--- src/rtl/instr_encoder_if.sv ---
// Field-set input and instruction-memory write bus of the instruction encoder.
// The encoder connects through the slave modport; the producer/memory side
// (or a testbench) uses the master modport.
interface instr_encoder_if;
    logic        in_valid;
    logic        in_ready;
    logic [3:0]  cond;
    logic [1:0]  op;
    logic [5:0]  funct;
    logic [3:0]  rn;
    logic [3:0]  rd;
    logic [11:0] src2;
    logic        mem_stall;
    logic        mem_we;
    logic [31:0] mem_addr;
    logic [31:0] mem_wd;

    modport master (
        output in_valid, cond, op, funct, rn, rd, src2, mem_stall,
        input  in_ready, mem_we, mem_addr, mem_wd
    );

    modport slave (
        input  in_valid, cond, op, funct, rn, rd, src2, mem_stall,
        output in_ready, mem_we, mem_addr, mem_wd
    );
endinterface

--- src/rtl/instr_encoder.sv ---
// Instruction encoder: packs field sets into 32-bit instruction words, buffers
// them in a 4-entry FIFO and streams them into instruction memory starting at
// BASE_ADDR until LIMIT words are written.
// Optional build macro ENC_CHECK_EN: op=11 field sets are consumed but flagged
// on enc_err / counted in err_cnt instead of being encoded.
module instr_encoder #(
    parameter logic [31:0] BASE_ADDR = 32'h0000_0000,
    parameter int unsigned LIMIT     = 64
) (
    input  logic                  clk,
    input  logic                  reset,
    input  logic                  start,
    instr_encoder_if.slave        bus,
    output logic                  done,
    output logic [2:0]            count
`ifdef ENC_CHECK_EN
    ,
    output logic                  enc_err,
    output logic [7:0]            err_cnt
`endif
);

    localparam int unsigned DEPTH = 4;

    typedef enum logic [1:0] {
        S_IDLE,
        S_RUN,
        S_DONE
    } state_t;

    state_t      state_q, state_d;
    logic [31:0] fifo_q [DEPTH];
    logic [31:0] fifo_d [DEPTH];
    logic [1:0]  wr_ptr_q, wr_ptr_d;
    logic [1:0]  rd_ptr_q, rd_ptr_d;
    logic [2:0]  count_q, count_d;
    logic [31:0] addr_q, addr_d;
    logic [31:0] written_q, written_d;
    logic        mem_we_q, mem_we_d;
    logic [31:0] mem_addr_q, mem_addr_d;
    logic [31:0] mem_wd_q, mem_wd_d;
    logic        done_q, done_d;

    logic [31:0] enc_word;
    logic        accept;
    logic        push_ok;
    logic        pop;
    logic        bypass;
    logic [31:0] head_word;

`ifdef ENC_CHECK_EN
    logic        enc_err_q, enc_err_d;
    logic [7:0]  err_cnt_q, err_cnt_d;
`endif

    // Pack the presented field set into an instruction word.
    always_comb begin
        if (bus.op == 2'b10) begin
            enc_word = {bus.cond, 2'b10, 2'b10, bus.funct[3:0], bus.rn, bus.rd, bus.src2};
        end else begin
            enc_word = {bus.cond, bus.op, bus.funct, bus.rn, bus.rd, bus.src2};
        end
    end

    assign bus.in_ready = (count_q < 3'(DEPTH)) && (state_q != S_DONE);
    assign accept       = bus.in_valid && bus.in_ready;

`ifdef ENC_CHECK_EN
    assign push_ok = accept && (bus.op != 2'b11);
`else
    assign push_ok = accept;
`endif

    // Next-state logic for FSM, FIFO, address/word counters and write port.
    // A word accepted while the FIFO is empty in RUN goes straight to the
    // write port (bypass) so it is written the very next cycle; this is
    // the same as a push and pop on an empty FIFO, hence count stays 0.
    always_comb begin
        state_d    = state_q;
        fifo_d     = fifo_q;
        wr_ptr_d   = wr_ptr_q;
        rd_ptr_d   = rd_ptr_q;
        count_d    = count_q;
        addr_d     = addr_q;
        written_d  = written_q;
        mem_we_d   = 1'b0;
        mem_addr_d = mem_addr_q;
        mem_wd_d   = mem_wd_q;

        pop       = (state_q == S_RUN) && !bus.mem_stall && ((count_q != 3'd0) || push_ok);
        bypass    = pop && (count_q == 3'd0);
        head_word = (count_q != 3'd0) ? fifo_q[rd_ptr_q] : enc_word;

        if (push_ok && !bypass) begin
            fifo_d[wr_ptr_q] = enc_word;
            wr_ptr_d         = wr_ptr_q + 2'd1;
        end
        if (pop && !bypass) begin
            rd_ptr_d = rd_ptr_q + 2'd1;
        end
        count_d = count_q + {2'b00, (push_ok && !bypass)} - {2'b00, (pop && !bypass)};

        if (pop) begin
            mem_we_d   = 1'b1;
            mem_addr_d = addr_q;
            mem_wd_d   = head_word;
            addr_d     = addr_q + 32'd4;
            written_d  = written_q + 32'd1;
        end

        case (state_q)
            S_IDLE: begin
                if (start) begin
                    state_d = S_RUN;
                end
            end
            S_RUN: begin
                if (pop && (written_q + 32'd1 == LIMIT)) begin
                    state_d = S_DONE;
                end
            end
            S_DONE: begin
                if (start) begin
                    state_d   = S_RUN;
                    addr_d    = BASE_ADDR;
                    written_d = '0;
                end
            end
            default: begin
                state_d = S_IDLE;
            end
        endcase

        done_d = (state_d == S_DONE);
    end

`ifdef ENC_CHECK_EN
    // Flag rejected op=11 field sets and keep a saturating tally.
    always_comb begin
        enc_err_d = 1'b0;
        err_cnt_d = err_cnt_q;
        if (accept && (bus.op == 2'b11)) begin
            enc_err_d = 1'b1;
            if (err_cnt_q != 8'hFF) begin
                err_cnt_d = err_cnt_q + 8'd1;
            end
        end
    end

    // Error flag/counter registers.
    always_ff @(posedge clk) begin
        if (!reset) begin
            enc_err_q <= 1'b0;
            err_cnt_q <= '0;
        end else begin
            enc_err_q <= enc_err_d;
            err_cnt_q <= err_cnt_d;
        end
    end

    assign enc_err = enc_err_q;
    assign err_cnt = err_cnt_q;
`endif

    // Register FSM state, FIFO and all outputs.
    always_ff @(posedge clk) begin
        if (!reset) begin
            state_q    <= S_IDLE;
            fifo_q     <= '{default: '0};
            wr_ptr_q   <= '0;
            rd_ptr_q   <= '0;
            count_q    <= '0;
            addr_q     <= BASE_ADDR;
            written_q  <= '0;
            mem_we_q   <= 1'b0;
            mem_addr_q <= '0;
            mem_wd_q   <= '0;
            done_q     <= 1'b0;
        end else begin
            state_q    <= state_d;
            fifo_q     <= fifo_d;
            wr_ptr_q   <= wr_ptr_d;
            rd_ptr_q   <= rd_ptr_d;
            count_q    <= count_d;
            addr_q     <= addr_d;
            written_q  <= written_d;
            mem_we_q   <= mem_we_d;
            mem_addr_q <= mem_addr_d;
            mem_wd_q   <= mem_wd_d;
            done_q     <= done_d;
        end
    end

    assign bus.mem_we   = mem_we_q;
    assign bus.mem_addr = mem_addr_q;
    assign bus.mem_wd   = mem_wd_q;
    assign done         = done_q;
    assign count        = count_q;

endmodule
--- src/flat_wrapper.sv ---
// flat-port wrapper written by rule: the top's interface ports become plain ports
module instr_encoder_flat 
#(
    parameter logic [31:0] BASE_ADDR = 32'h0000_0000,
    parameter int unsigned LIMIT     = 64
)
  (clk, reset, start, done, count, bus_in_valid, bus_cond, bus_op, bus_funct, bus_rn, bus_rd, bus_src2, bus_mem_stall, bus_in_ready, bus_mem_we, bus_mem_addr, bus_mem_wd);
  instr_encoder_if bus_i ();
  input  logic clk;
  input  logic reset;
  input  logic start;
  output logic done;
  output logic [2:0] count;
  input wire logic [$bits(bus_i.in_valid)-1:0] bus_in_valid;
  input wire logic [$bits(bus_i.cond)-1:0] bus_cond;
  input wire logic [$bits(bus_i.op)-1:0] bus_op;
  input wire logic [$bits(bus_i.funct)-1:0] bus_funct;
  input wire logic [$bits(bus_i.rn)-1:0] bus_rn;
  input wire logic [$bits(bus_i.rd)-1:0] bus_rd;
  input wire logic [$bits(bus_i.src2)-1:0] bus_src2;
  input wire logic [$bits(bus_i.mem_stall)-1:0] bus_mem_stall;
  output wire logic [$bits(bus_i.in_ready)-1:0] bus_in_ready;
  output wire logic [$bits(bus_i.mem_we)-1:0] bus_mem_we;
  output wire logic [$bits(bus_i.mem_addr)-1:0] bus_mem_addr;
  output wire logic [$bits(bus_i.mem_wd)-1:0] bus_mem_wd;
  assign bus_i.in_valid = bus_in_valid;
  assign bus_i.cond = bus_cond;
  assign bus_i.op = bus_op;
  assign bus_i.funct = bus_funct;
  assign bus_i.rn = bus_rn;
  assign bus_i.rd = bus_rd;
  assign bus_i.src2 = bus_src2;
  assign bus_i.mem_stall = bus_mem_stall;
  assign bus_in_ready = bus_i.in_ready;
  assign bus_mem_we = bus_i.mem_we;
  assign bus_mem_addr = bus_i.mem_addr;
  assign bus_mem_wd = bus_i.mem_wd;
  instr_encoder #(.BASE_ADDR(BASE_ADDR), .LIMIT(LIMIT)) u_core (.clk(clk), .reset(reset), .start(start), .bus(bus_i), .done(done), .count(count));
endmodule
--- config.mk ---
export PLATFORM = sky130hd
export DESIGN_NAME = instr_encoder_flat
export DESIGN_NICKNAME = d
export VERILOG_FILES = /design/src/rtl/instr_encoder_if.sv /design/src/rtl/instr_encoder.sv /design/src/flat_wrapper.sv
export SDC_FILE = /design/constraint.sdc
export NUM_CORES = 1
export LEC_CHECK = 0
export BUFFER_PORTS_ARGS = -buffer_cell sky130_fd_sc_hd__buf_4
export CAP_MARGIN = 20
export CELL_PAD_IN_SITES_DETAIL_PLACEMENT = 1
export CELL_PAD_IN_SITES_GLOBAL_PLACEMENT = 1
export CORE_ASPECT_RATIO = 1.1
export CORE_MARGIN = 5
export CORE_UTILIZATION = 40
export DETAILED_ROUTE_END_ITERATION = 10
export PLACE_DENSITY_LB_ADDON = 0.1
export REMOVE_ABC_BUFFERS = 1
export SETUP_SLACK_MARGIN = 0.2
export SLEW_MARGIN = 20
export SYNTH_ARGS = -nofsm -noshare
export SYNTH_HDL_FRONTEND = slang
export SYNTH_SLANG_ARGS = --single-unit
--- constraint.sdc ---
create_clock -name clk -period 3.1 [get_ports clk]
set_input_delay 0.62 -clock clk [delete_from_list [all_inputs] [get_ports clk]]
set_output_delay 0.62 -clock clk [all_outputs]
set_load 0.1 [all_outputs]
Word-level counts from Yosys, hierarchy flattened
Cells that the tools add are included.
{ "classes": {"n_addsub": 6, "order_cmp": 4, "eq_ne": 6, "n_mux": 18, "bitwise_logic": 2, "reduce_logical": 16} }
{ "op_table": {"columns": ["cell", "count"], "rows": [
  ["32-bit 2-to-1 mux", 10],
  ["128-bit bitwise mux", 1],
  ["32-bit binary-select mux with 2-bit select", 1],
  ["32-bit demux with 2-bit select", 1],
  ["32-bit by 1-bit adder with 32-bit output, second input constant", 1],
  ["32-bit by 3-bit adder with 32-bit output, second input constant", 1],
  ["32-bit by 7-bit == test with 1-bit output, second input constant", 1],
  ["28-bit 2-to-1 mux", 1],
  ["1-bit logical AND", 9],
  ["2-bit == test, second input constant", 3],
  ["3-bit greater-or-equal comparator, second input constant", 2],
  ["2-bit NOT with 3-bit output", 2],
  ["2-bit by 1-bit adder with 2-bit output, second input constant", 2],
  ["2-bit 2-to-1 mux", 2],
  ["2-bit one-hot mux with 2 select lines", 1],
  ["3-bit by 1-bit adder with 3-bit output", 1],
  ["3-bit zero test", 1],
  ["3-bit by 1-bit < comparator with 1-bit output, second input constant", 1],
  ["3-bit < comparator, second input constant", 1],
  ["3-bit nonzero test", 1],
  ["3-bit by 1-bit subtractor with 3-bit output", 1],
  ["2-bit by 1-bit == test with 1-bit output, second input constant", 1],
  ["1-bit zero test", 2],
  ["2-bit zero test", 1],
  ["other kinds (4)", 4]
]} }
{ "totals": {"regBits": 267, "inputBits": 37, "output_inout_bits": 70, "word_cells": 66} }

Logic depth before layout (Yosys ltp)
Gate-level depths: netlist of run 1.
{ "depth": {"ltp_word": 10, "mapped_depth": 11, "depth_no_buf": 10} }

Least setup slack after synthesis of run 1
Ideal clock, no wire load.
{ "synth_timing": {"path_type": "flip-flop to flip-flop", "start": "reg u_core.count_q[2] (netlist: u_core.count[2])", "end": "reg u_core.count_q[2] (netlist: u_core.count[2])", "setup_time_ps": 115, "arrival_time_ps": 4002, "required_ps": 2985, "slack_ps": -1017, "stages_incl_launch_ff": 11, "n_path_buf": 1, "period_less_slack_ps": 4117, "path_cell_list": "dfxtp_1 nor2_1 nand2_1 a21oi_1 clkbuf_1 ha_1 inv_1 fa_1 xnor2_1 xnor2_1 and2_1"} }
{ "synth_between": {"elab_chain_len": 10, "elab_cells_between_ends": 13, "classes_between": "add/sub: 2; order compare: 1; reduce/logical: 10"} }
{ "synth_lines": {"columns": ["item", "line_no", "rtl"], "rows": [
  ["from (decl)", "instr_encoder.sv:36", "logic [2:0] count_q, count_d;"],
  ["from (signal assigned)", "instr_encoder.sv:184", "count_q <= count_d;"],
  ["3-bit < comparator (*)", "instr_encoder.sv:65", "assign bus.in_ready = (count_q < 3'(DEPTH)) && (state_q != S_DONE);"],
  ["1-bit logical AND (*)", "instr_encoder.sv:65", null],
  ["net bus_in_ready", "flat_wrapper.sv:22", "output wire logic [$bits(bus_i.in_ready)-1:0] bus_in_ready;"],
  ["1-bit logical AND (*)", "instr_encoder.sv:66", "assign accept = bus.in_valid && bus.in_ready;"],
  ["1-bit logical OR", "instr_encoder.sv:90", "pop = (state_q == S_RUN) && !bus.mem_stall && ((count_q != 3'd0) || push_ok);"],
  ["1-bit logical AND", "instr_encoder.sv:90", null],
  ["1-bit logical AND", "instr_encoder.sv:91", "bypass = pop && (count_q == 3'd0);"],
  ["1-bit zero test", "instr_encoder.sv:101", "count_d = count_q + {2'b00, (push_ok && !bypass)} - {2'b00, (pop && !bypass)};"],
  ["1-bit logical AND", "instr_encoder.sv:101", null],
  ["3-bit by 1-bit adder with 3-bit output", "instr_encoder.sv:101", null],
  ["3-bit by 1-bit subtractor with 3-bit output (*)", "instr_encoder.sv:101", null]
]} }
Mark *: on every way through the listed nets, which the timed path passes. The rest lies on a longest branch.
A chain may end at the register's enable or synchronous reset.

Worst setup path in the final report of run 1
{ "layout_timing": {"start": "reg u_core.written_q[0]", "end": "reg u_core.state_q[0]"} }
{ "layout_between": {"elab_chain_len": 5} }
{ "layout_lines": {"columns": ["item", "line_no", "rtl"], "rows": [
  ["from (decl)", "instr_encoder.sv:38", "logic [31:0] written_q, written_d;"],
  ["from (signal assigned)", "instr_encoder.sv:186", "written_q <= written_d;"],
  ["32-bit by 1-bit adder with 32-bit output", "instr_encoder.sv:118", "if (pop && (written_q + 32'd1 == LIMIT)) begin"],
  ["32-bit by 7-bit == test with 1-bit output", "instr_encoder.sv:118", null],
  ["1-bit logical AND", "instr_encoder.sv:118", null],
  ["2-bit 2-to-1 mux", "instr_encoder.sv:118", null],
  ["2-bit one-hot mux with 2 select lines", "instr_encoder.sv:111", "case (state_q)"],
  ["to (signal assigned)", "instr_encoder.sv:180", "state_q <= state_d;"],
  ["to (decl)", "instr_encoder.sv:31", "state_t state_q, state_d;"]
]} }
Every way passes these cells.

==> results of run 1 <==
## state kept, by name, summed over array words and instances (netlist names)
register	count
u_core.addr_q	30
u_core.done	1
u_core.bus.mem_addr	30
u_core.state_q	2
u_core.wr_ptr_q	2
u_core.bus.mem_wd	32
u_core.fifo_q	128
u_core.rd_ptr_q	2
u_core.written_q	32
u_core.bus.mem_we	1
u_core.count	3
## cell usage in the layout (no fill, tap or decap), types with 32 or more instances in the layout
master	netlist	final
xnor2_1	34	34
nand3b_1	32	32
buf_4	2	137
a21oi_1	42	41
nor2_1	81	81
o21ai_0	69	68
nand2_1	232	231
xor2_1	45	45
a21boi_0	153	153
mux4_2	32	32
nand3_1	151	151
dfxtp_1	263	262
## cell families after synthesis
logic type	after synthesis	synth area share, %
xor gates and xnor gates	79	5.730
DFF	263	43.60
adders and majority gates	10	1.098
muxes	35	6.217
buffers and inverters	133	4.321
other	1	0.03106
and+or+nand+nor	589	23.46
AOI/OAI and AO/OA	284	15.54
## layer usage
metal  GRT usage (%)  up-vias  part of all wire [%]
met3           2.697       44                   3.1
li1                -     4909                     -
met1           26.30     5063                    45
met4           4.079        0                   1.4
met2           37.32      139                    50
met5               0        -                     0
## report_power, final
group          total [W]  internal (W)  switching, W  leakage [nW]
combinational    0.00242      0.000671       0.00175          2.35
clock            0.00354       0.00213       0.00141         0.484
sequential       0.00375       0.00360      0.000146          2.13
total            0.00971       0.00640       0.00331          4.97
## area by class of cell
cell class	instances	area, um2
antenna	1	2.502
clock buffer	41	840.8
clock inverter	12	140.1
fill	3428	15570
inverter	8	30.03
multi-input combinational	999	6324
sequential	263	5266
tap	374	467.9
timing repair buffer	140	1089
## worst max-delay path, delay by kind of cell (launching register included)
family / cells / cell delay (ps)
AOI/OAI and AO/OA: 1 / 140
xor gates and xnor gates: 1 / 140
adders and majority gates: 1 / 280
buffers and inverters: 1 / 190
DFF: 1 / 460
and+or+nand+nor: 5 / 1380
## final timing paths
path / start / endpoint / cells past startpoint
worst max-delay path: u_core.written_q[0] / u_core.state_q[0] / 9
worst min-delay path: start / u_core.state_q[0] / 3
worst max register to register: u_core.written_q[0] / u_core.state_q[0] / 9
worst min register to register: u_core.fifo_q[53] / u_core.fifo_q[53] / 2
## through the flow
stage               cells  worst slack (ps)  instance area (um2)  util [%]  power [W]
global placement     1784             303.0                13170     44.31   0.006226
finish               1838             391.1                14160     47.63   0.009707
CTS                  1837             305.2                14150     47.61   0.009835
detailed placement   1784             230.7                13170     44.31   0.006264
global route         1838             208.2                14160     47.63    0.01017
floorplan            1270             -7512                11590         -   0.005358
## what timing repair did
item | 4_1_cts | 5_1_grt
gates resized for setup | 0 | 1
setup endpoints to repair | 0 | 3
hold buffers | 0 | 0
==> out/metrics.yaml, run 1 <==
placement:
  io_buffers: 104
  dpl.hpwl_um: 21650
  gp_congestion: 0.7574
drt:
  drtAntennaViolNets: 0
  routed-via-count: 10155
  routed_via_density: 5.525
  route.detailed.drc: 0
  drtIter0Drc: 546
  avgRoutedWirePerCell_um: 18.98
  first_pass_iters: 4
  drt_wl_total_um: 34890
setup_path:
  cp_max_fo: 8
  critPathRequiredTime_ps: 3510
  crit_type: "reg2reg"
  worst_ep_arrival_time_ps: 3120
  r2r_slack_ps: 390
  max_stage_delay_ps: 460
  cp-end-kind: "flip-flop"
  start_kind: "flip-flop"
  path_cells: "ha_2, nand3_4, nor4_1, buf_4, nand2_1, xnor2_1, or4_1, nor4_2, o21ai_0"
  slowest_stage: "dfxtp_1"
global_routing:
  antenna_found_initial: 1
  grt_pass1_vias: 10548
  grt_overflow: 0
  grt_max_degree: 203
  grt_pass1_wl_um: 57210
  grt_usage_pct: 20.55
synthesis:
  synth_area_per_cell_um2: 8.662
  ys.flop_type: "dfxtp_1"
  synth.distinct_cells: 53
  netlist_top_cells_area: "dfxtp_1, a21boi_0, nand2_1"
  synth_most_common_cell: "dfxtp_1"
  synth.cell_area_um2: 12080
  synth-edff-count: 0
  netlist.area_leader.share_pct: 43.60
  ys_seq_area_share_pct: 43.60
  synth-seq-cells: 263
  synth_common_cells: "dfxtp_1, nand2_1, a21boi_0"
  synth_cells: 1394
  netlist.top_cell.by_area: "dfxtp_1"
  yosys_warnings: 0
  synthArstFlopShare_pct: 0
floorplanning:
  fp.dieW_um: 175.7
  start_util_pct: 40.62
  placeableCoreArea_um2: 29730
  die-height_um: 192.2
  dieArea_um2: 33770
  std_cell_rows: 66
  io-pin-count: 107
cts:
  clkLatencyLatePin_ps: 540
  clk_pin_slew_worst_paths_ps: 60
  cts.path.max_buffers: 3
  root_buffer: "clkbuf_16"
  cts_tree: "built"
  cts_max_level: 1
  cts_setup_buffers: 0
  clkSinkCount: 263
  numCtsBuffers: 29
timing:
  setup_viol: 0
  tns_ps: 0
  period_share_pct: 87.38
  timing.fmax_mhz: 369.2
  fin_crit_ps: 2709
  max_slew.worst_pin.slew_ps: 772.8
  rsz0062_at_grt: "no"
  fin_hold_ws_ps: 361.3
  final_max_slew_viol_count: 0
  clock_skew_ps: 12.19
  hold_violations: 0
  slew_headroom_pct: 48.48
hold_path:
  hold_path.class: "in2reg"
final_layout:
  synthToLayoutAreaGrowth_pct: 17.26
  final_nets: 1488
  drive_gt1_share_pct: 16.54
pwr:
  ir_drop_uv: 430.1
  p_leak_nw: 4.967
  powerDensity_nw_per_um2: 685.6
status:
  status: "finished, final reports clean"
flow_run:
  cap_violations: 0
No activity file was read; power rests on OpenSTA's default activity.
==> run 2: changes to the inputs <==
--- a/config.mk
+++ b/config.mk
@@ -5,7 +5,7 @@
 export SDC_FILE = /design/constraint.sdc
 export NUM_CORES = 1
 export LEC_CHECK = 0
-export BUFFER_PORTS_ARGS = -buffer_cell sky130_fd_sc_hd__buf_4
+export BUFFER_PORTS_ARGS = -buffer_cell sky130_fd_sc_hd__buf_2
 export CAP_MARGIN = 20
 export CELL_PAD_IN_SITES_DETAIL_PLACEMENT = 1
 export CELL_PAD_IN_SITES_GLOBAL_PLACEMENT = 1
@@ -20,3 +20,4 @@
 export SYNTH_ARGS = -nofsm -noshare
 export SYNTH_HDL_FRONTEND = slang
 export SYNTH_SLANG_ARGS = --single-unit
+export TNS_END_PERCENT = 1
==> run 2 against run 1 <==
- routed wire length hardly changed
- count of clock-buffer cells in the layout grew 7
- clock skew up 15 ps
- fmax grew 1.3%
- critical path depth unchanged
- first-iteration DRC count down 5.3%
- design area down 1.5%
- non-clock buffer count rose by 2
- register-to-register slack improved by 40 ps
- largest power group unchanged
==> out/metrics.yaml, run 2 (synthesized netlist as in run 1, its figures left out) <==
status:
  status: "finished, final reports clean"  # unchanged
pwr:
  powerDensity_nw_per_um2: 690.4  # was 685.6 nW/um2
  p_leak_nw: 4.944  # was 4.967 nW
  ir_drop_uv: 454.4  # was 430.1 uV
cts:
  clkLatencyLatePin_ps: 560  # was 540 ps
  clkSinkCount: 263  # unchanged
  cts_max_level: 1  # unchanged
  clk_pin_slew_worst_paths_ps: 60  # about the same
  root_buffer: "clkbuf_16"  # unchanged
  cts_tree: "built"  # unchanged
  numCtsBuffers: 30  # was 29
  cts.path.max_buffers: 3  # unchanged
setup_path:
  worst-path-buf-inv: 1  # unchanged
  crit_type: "reg2reg"  # unchanged
  path_cells: "ha_1, nand3_4, nor4_1, buf_4, nand2_1, xnor2_1, or4_1, nor4_4, o21ai_0"  # was ha_2, nand3_4, nor4_1, buf_4, nand2_1, xnor2_1, or4_1, nor4_2, o21ai_0
  cp-end-kind: "flip-flop"  # unchanged
  cp_max_fo: 8  # unchanged
  critPathRequiredTime_ps: 3530  # was 3510 ps
  r2r_start: "u_core.written_q[0]"  # unchanged
  r2r_slack_ps: 430  # was 390 ps
  crit_family: "simple AND/OR/NAND/NOR gates"  # unchanged
  max_stage_delay_ps: 450  # was 460 ps
  crit_start: "u_core.written_q[0]"  # unchanged
  path_depth: 9  # unchanged
  worst_ep_arrival_time_ps: 3100  # was 3120 ps
  start_kind: "flip-flop"  # unchanged
  reg2reg_depth: 9  # unchanged
  reg2reg_to: "u_core.state_q[0]"  # unchanged
  slowest_stage: "dfxtp_1"  # unchanged
floorplanning:
  placeableCoreArea_um2: 29730  # unchanged
  io-pin-count: 107  # unchanged
  start_util_pct: 40.62  # unchanged
  die-height_um: 192.2  # unchanged
  dieArea_um2: 33770  # unchanged
  fp.dieW_um: 175.7  # unchanged
  std_cell_rows: 66  # unchanged
hold_path:
  worst_hold_startpoint: "start"  # unchanged
  hold_path.class: "in2reg"  # unchanged
  min_path_cells: 3  # unchanged
  hold_path_end: "u_core.state_q[0]"  # unchanged
placement:
  dpl.hpwl_um: 21770  # was 21650 um
  pre_cts_ws_ps: 344.2  # was 230.7 ps
  gp_congestion: 0.8176  # was 0.7574
  io_buffers: 104  # unchanged
final_layout:
  utilization_pct: 46.91  # was 47.63%
  final_common_cell: "dfxtp_1"  # unchanged
  final_nets: 1491  # was 1488
  layout_common_cells: "dfxtp_1, nand2_1, a21boi_0, nand3_1, buf_2"  # was dfxtp_1, nand2_1, a21boi_0, nand3_1, buf_4
  largest_reg_flops: 128  # unchanged
  synthToLayoutAreaGrowth_pct: 15.48  # was 17.26%
  drive_gt1_share_pct: 16.30  # was 16.54%
  top_register: "u_core.fifo_q"  # unchanged
timing:
  period_share_pct: 86.24  # was 87.38%
  final_max_slew_viol_count: 0  # unchanged
  max_slew.worst_pin.slew_ps: 684.6  # was 772.8 ps
  hold_violations: 0  # unchanged
  slew_headroom_pct: 54.36  # was 48.48%
  rsz0062_at_grt: "no"  # unchanged
  clock_skew_ps: 27.68  # was 12.19 ps
  timing.fmax_mhz: 374.1  # was 369.2 MHz
  fin_crit_ps: 2673  # was 2709 ps
  fin_hold_ws_ps: 361.1  # was 361.3 ps
  setup_viol: 0  # unchanged
  fin_ws_ps: 426.7  # was 391.1 ps
drt:
  drt_wl_total_um: 34910  # was 34890 um
  routed_via_density: 5.483  # was 5.525
  avgRoutedWirePerCell_um: 18.96  # was 18.98 um
  drtIter0Drc: 517  # was 546
  drtAntennaViolNets: 0  # unchanged
  route.detailed.drc: 0  # unchanged
  first_pass_iters: 6  # was 4
  routed-via-count: 10095  # was 10155
global_routing:
  grt_pass1_vias: 10638  # was 10548
  grt_overflow: 0  # unchanged
  antenna_found_initial: 3  # was 1
  grt_pass1_wl_um: 57520  # was 57210 um
  grt_max_degree: 152  # was 203
  grt_usage_pct: 20.61  # was 20.55%
flow_run:
  cap_violations: 0  # unchanged
run 2: cell types whose count changed in the layout (fill, tap and decap cells not counted), sizes merged:
cell / change
clkinv: -4
buf: +2
clkbuf: +7
bufinv: -2
run 2: cell type report:
| type | instances | area, um2 |
|---|---|---|
| Fill cell | 3454 | 15780 |
| Multi-Input combinational cell | 999 | 6337 |
| Sequential cell | 263 | 5266 |
| Clock buffer | 48 | 909.6 |
| Timing Repair Buffer | 142 | 870.8 |
| Tap cell | 374 | 467.9 |
| Clock inverter | 6 | 60.06 |
| Inverter | 8 | 30.03 |
| Antenna cell | 1 | 2.502 |
run 2: how the worst max path moves through the flow:
| stage | end |
|---|---|
| 6_report | u_core.state_q[0] |
| 4_1_cts | u_core.state_q[0] |
| 5_1_grt | u_core.state_q[0] |
| 2_1_floorplan | u_core.fifo_q[24] |
| 3_3_place_gp | u_core.state_q[0] |
| 3_5_place_dp | u_core.state_q[0] |
run 2: repair_timing:
action / 4_1_cts / 5_1_grt
hold buffers: 0 / 0
buffers inserted: 0 / 0
resized for setup: 0 / 1
setup endpoints to repair: 0 / 1
run 2: metal layers:
layer  up-vias  wire, um  GRT usage [%]
met1      5007     16130          26.61
met5         -        14              0
li1       4912         -              -
met4         4       521          3.899
met2       131     17150          37.02
met3        41      1085          2.992
run 2: through the flow:
stage	total power, W	cell area (um2)	TNS (ps)	std cells
after global placement	0.006196	12960	0	1786
after CTS	0.009776	13930	0	1840
after detailed placement	0.006241	12960	0	1786
after floorplan	0.005358	11590	-1227190	1270
after global routing	0.01011	13940	0	1841
final	0.009628	13940	0	1841
run 2: worst register-to-register path, cell delays in order, from the launching register on:
cell	delay, ps
dfxtp_1	450
ha_1	300
nand3_4	160
nor4_1	330
buf_4	190
nand2_1	60
xnor2_1	140
or4_1	450
nor4_4	350
o21ai_0	130
run 2: power by group:
part	internal [W]	switching, W
Combinational	0.000631	0.00177
Sequential	0.00360	0.000143
Clock	0.00207	0.00141
==> run 3: changes to the inputs <==
==> constraint.sdc (replaced) <==
create_clock -name clk -period 3.1 [get_ports clk]
set_input_delay 0.31 -clock clk [delete_from_list [all_inputs] [get_ports clk]]
set_output_delay 0.31 -clock clk [all_outputs]
set_load 0.1 [all_outputs]
==> run 3 against run 2 <==
- count of clock-buffer cells in the layout shrank 1
- sequential power is essentially flat
- design area shrank 0.34%
- sequential share of layout area grew 0.13 points
- cell count shrank 0.38%
- routed wire length shrank 2.8%
- clock power shrank 1%
- first-iteration DRC count shrank 12%
- largest cell class unchanged
- fmax shrank 2.1%
- largest power group unchanged
- highest routed layer unchanged
- hold slack lost 310 ps
==> out/metrics.yaml, run 3 (synthesized netlist as in run 1, its figures left out) <==
pwr:
  p_leak_nw: 4.922  # was 4.944 nW
  total_power_w: 0.009549  # was 0.009628 W
  ir_drop_uv: 417.2  # was 454.4 uV
  powerDensity_nw_per_um2: 687.1  # was 690.4 nW/um2
setup_path:
  cp-end-kind: "flip-flop"  # unchanged
  worst_ep_arrival_time_ps: 3140  # was 3100 ps
  crit_type: "reg2reg"  # unchanged
  cp_max_fo: 8  # unchanged
  critPathRequiredTime_ps: 3510  # was 3530 ps
  start_kind: "flip-flop"  # unchanged
  r2r_slack_ps: 370  # was 430 ps
placement:
  gp_congestion: 0.8052  # was 0.8176
  dp_cells: 1779  # was 1786
  io_buffers: 104  # unchanged
  place_area_um2: 12920  # was 12960 um2
  pre_cts_ws_ps: 321.7  # was 344.2 ps
  dpl.hpwl_um: 20680  # was 21770 um
final_layout:
  layout_common_cells: "dfxtp_1, nand2_1, a21boi_0, nand3_1, buf_2"  # unchanged
  final_common_cell: "dfxtp_1"  # unchanged
  synthToLayoutAreaGrowth_pct: 15.09  # was 15.48%
  top_register: "u_core.fifo_q"  # unchanged
  largest_reg_flops: 128  # unchanged
  final_nets: 1483  # was 1491
  design_area_um2: 13900  # was 13940 um2
  drive_gt1_share_pct: 16.24  # was 16.30%
  instances_no_fill: 1834  # was 1841
floorplanning:
  placeableCoreArea_um2: 29730  # unchanged
  dieArea_um2: 33770  # unchanged
  io-pin-count: 107  # unchanged
  die-height_um: 192.2  # unchanged
  start_util_pct: 40.62  # unchanged
  std_cell_rows: 66  # unchanged
  fp.dieW_um: 175.7  # unchanged
hold_path:
  hold_path.class: "in2reg"  # unchanged
drt:
  drt_wl_total_um: 33910  # was 34910 um
  routed-via-count: 10025  # was 10095
  drtAntennaViolNets: 0  # unchanged
  drtIter0Drc: 455  # was 517
  avgRoutedWirePerCell_um: 18.49  # was 18.96 um
  first_pass_iters: 4  # was 6
  routed_via_density: 5.466  # was 5.483
  route.detailed.drc: 0  # unchanged
global_routing:
  grt_usage_pct: 19.78  # was 20.61%
  grt_max_degree: 105  # was 152
  grt_pass1_vias: 10279  # was 10638
  antenna_found_initial: 3  # unchanged
  grt_pass1_wl_um: 55140  # was 57520 um
  grt_overflow: 0  # unchanged
timing:
  slew_headroom_pct: 55.95  # was 54.36%
  rsz0062_at_grt: "no"  # unchanged
  hold_violations: 0  # unchanged
  setup_viol: 0  # unchanged
  fin_crit_ps: 2730  # was 2673 ps
  final_max_slew_viol_count: 0  # unchanged
  period_share_pct: 88.06  # was 86.24%
  fin_ws_ps: 370.2  # was 426.7 ps
  max_slew.worst_pin.slew_ps: 660.8  # was 684.6 ps
  timing.fmax_mhz: 366.3  # was 374.1 MHz
  clock_skew_ps: 17.32  # was 27.68 ps
  tns_ps: 0  # unchanged
status:
  status: "finished, final reports clean"  # unchanged
cts:
  clkSinkCount: 263  # unchanged
  numCtsBuffers: 29  # was 30
  cts.path.max_buffers: 3  # unchanged
  cts_tree: "built"  # unchanged
  root_buffer: "clkbuf_16"  # unchanged
  cts_max_level: 1  # unchanged
  clkLatencyLatePin_ps: 560  # about the same
  clk_pin_slew_worst_paths_ps: 60  # about the same
flow_run:
  cap_violations: 0  # unchanged
==> run 3: stage by stage <==
step	hold slack (ps)	util, %
after floorplan	427.6	-
after global placement	447.3	43.47
after detailed placement	453.0	43.47
after CTS	27.30	46.71
after global routing	45.57	46.75
final	54.07	46.75
==> run 3: routing by layer <==
metal | global-route usage [%] | part of all wire, % | vias up | routed length, um
met5 | 0 | 0.053 | - | 18
met4 | 4.019 | 1.6 | 4 | 526
met3 | 2.854 | 3.3 | 41 | 1116
met2 | 35.55 | 49 | 146 | 16640
met1 | 25.40 | 46 | 4940 | 15610
li1 | - | - | 4894 | -
==> run 3: timing repair <==
item,4_1_cts,5_1_grt
buffers inserted,0,0
endpoints found under the setup margin,0,3
hold buffers,0,0
hold endpoints to repair,0,0
resized for setup,0,1
==> run 3: area by class of cell <==
| type | count | area [um2] |
|---|---|---|
| antenna | 1 | 2.502 |
| clock buffer | 47 | 923.4 |
| clock inverter | 7 | 38.79 |
| fill | 3470 | 15830 |
| inverter | 8 | 30.03 |
| multi-input combinational | 999 | 6337 |
| sequential | 263 | 5266 |
| tap | 374 | 467.9 |
| timing repair buffer | 135 | 830.8 |
==> run 3: power breakdown <==
| part | internal, W | leakage, nW | switching (W) | total, W |
|---|---|---|---|---|
| Clock | 0.00202 | 0.485 | 0.00142 | 0.00344 |
| Combinational | 0.000629 | 2.31 | 0.00175 | 0.00238 |
| Sequential | 0.00360 | 2.13 | 0.000131 | 0.00373 |
==> run 3: worst max-delay path: stages (launching register included) <==
cell and delay, ps:
dfxtp_1 440, ha_1 300, nand3_4 160, nor4_1 300
buf_4 180, nand2_1 60, xnor2_1 130, or4_1 460
nor4_4 390, o21ai_0 150
==> run 3: worst paths after layout <==
kind / from / endpoint / cells after the start
setup / recovery: u_core.written_q[0] / u_core.state_q[0] / 9
setup reg to reg: u_core.written_q[0] / u_core.state_q[0] / 9
hold reg to reg: u_core.bus.mem_addr[14] / u_core.bus.mem_addr[14] / 2
hold / removal: bus_src2[2] / u_core.fifo_q[2] / 3
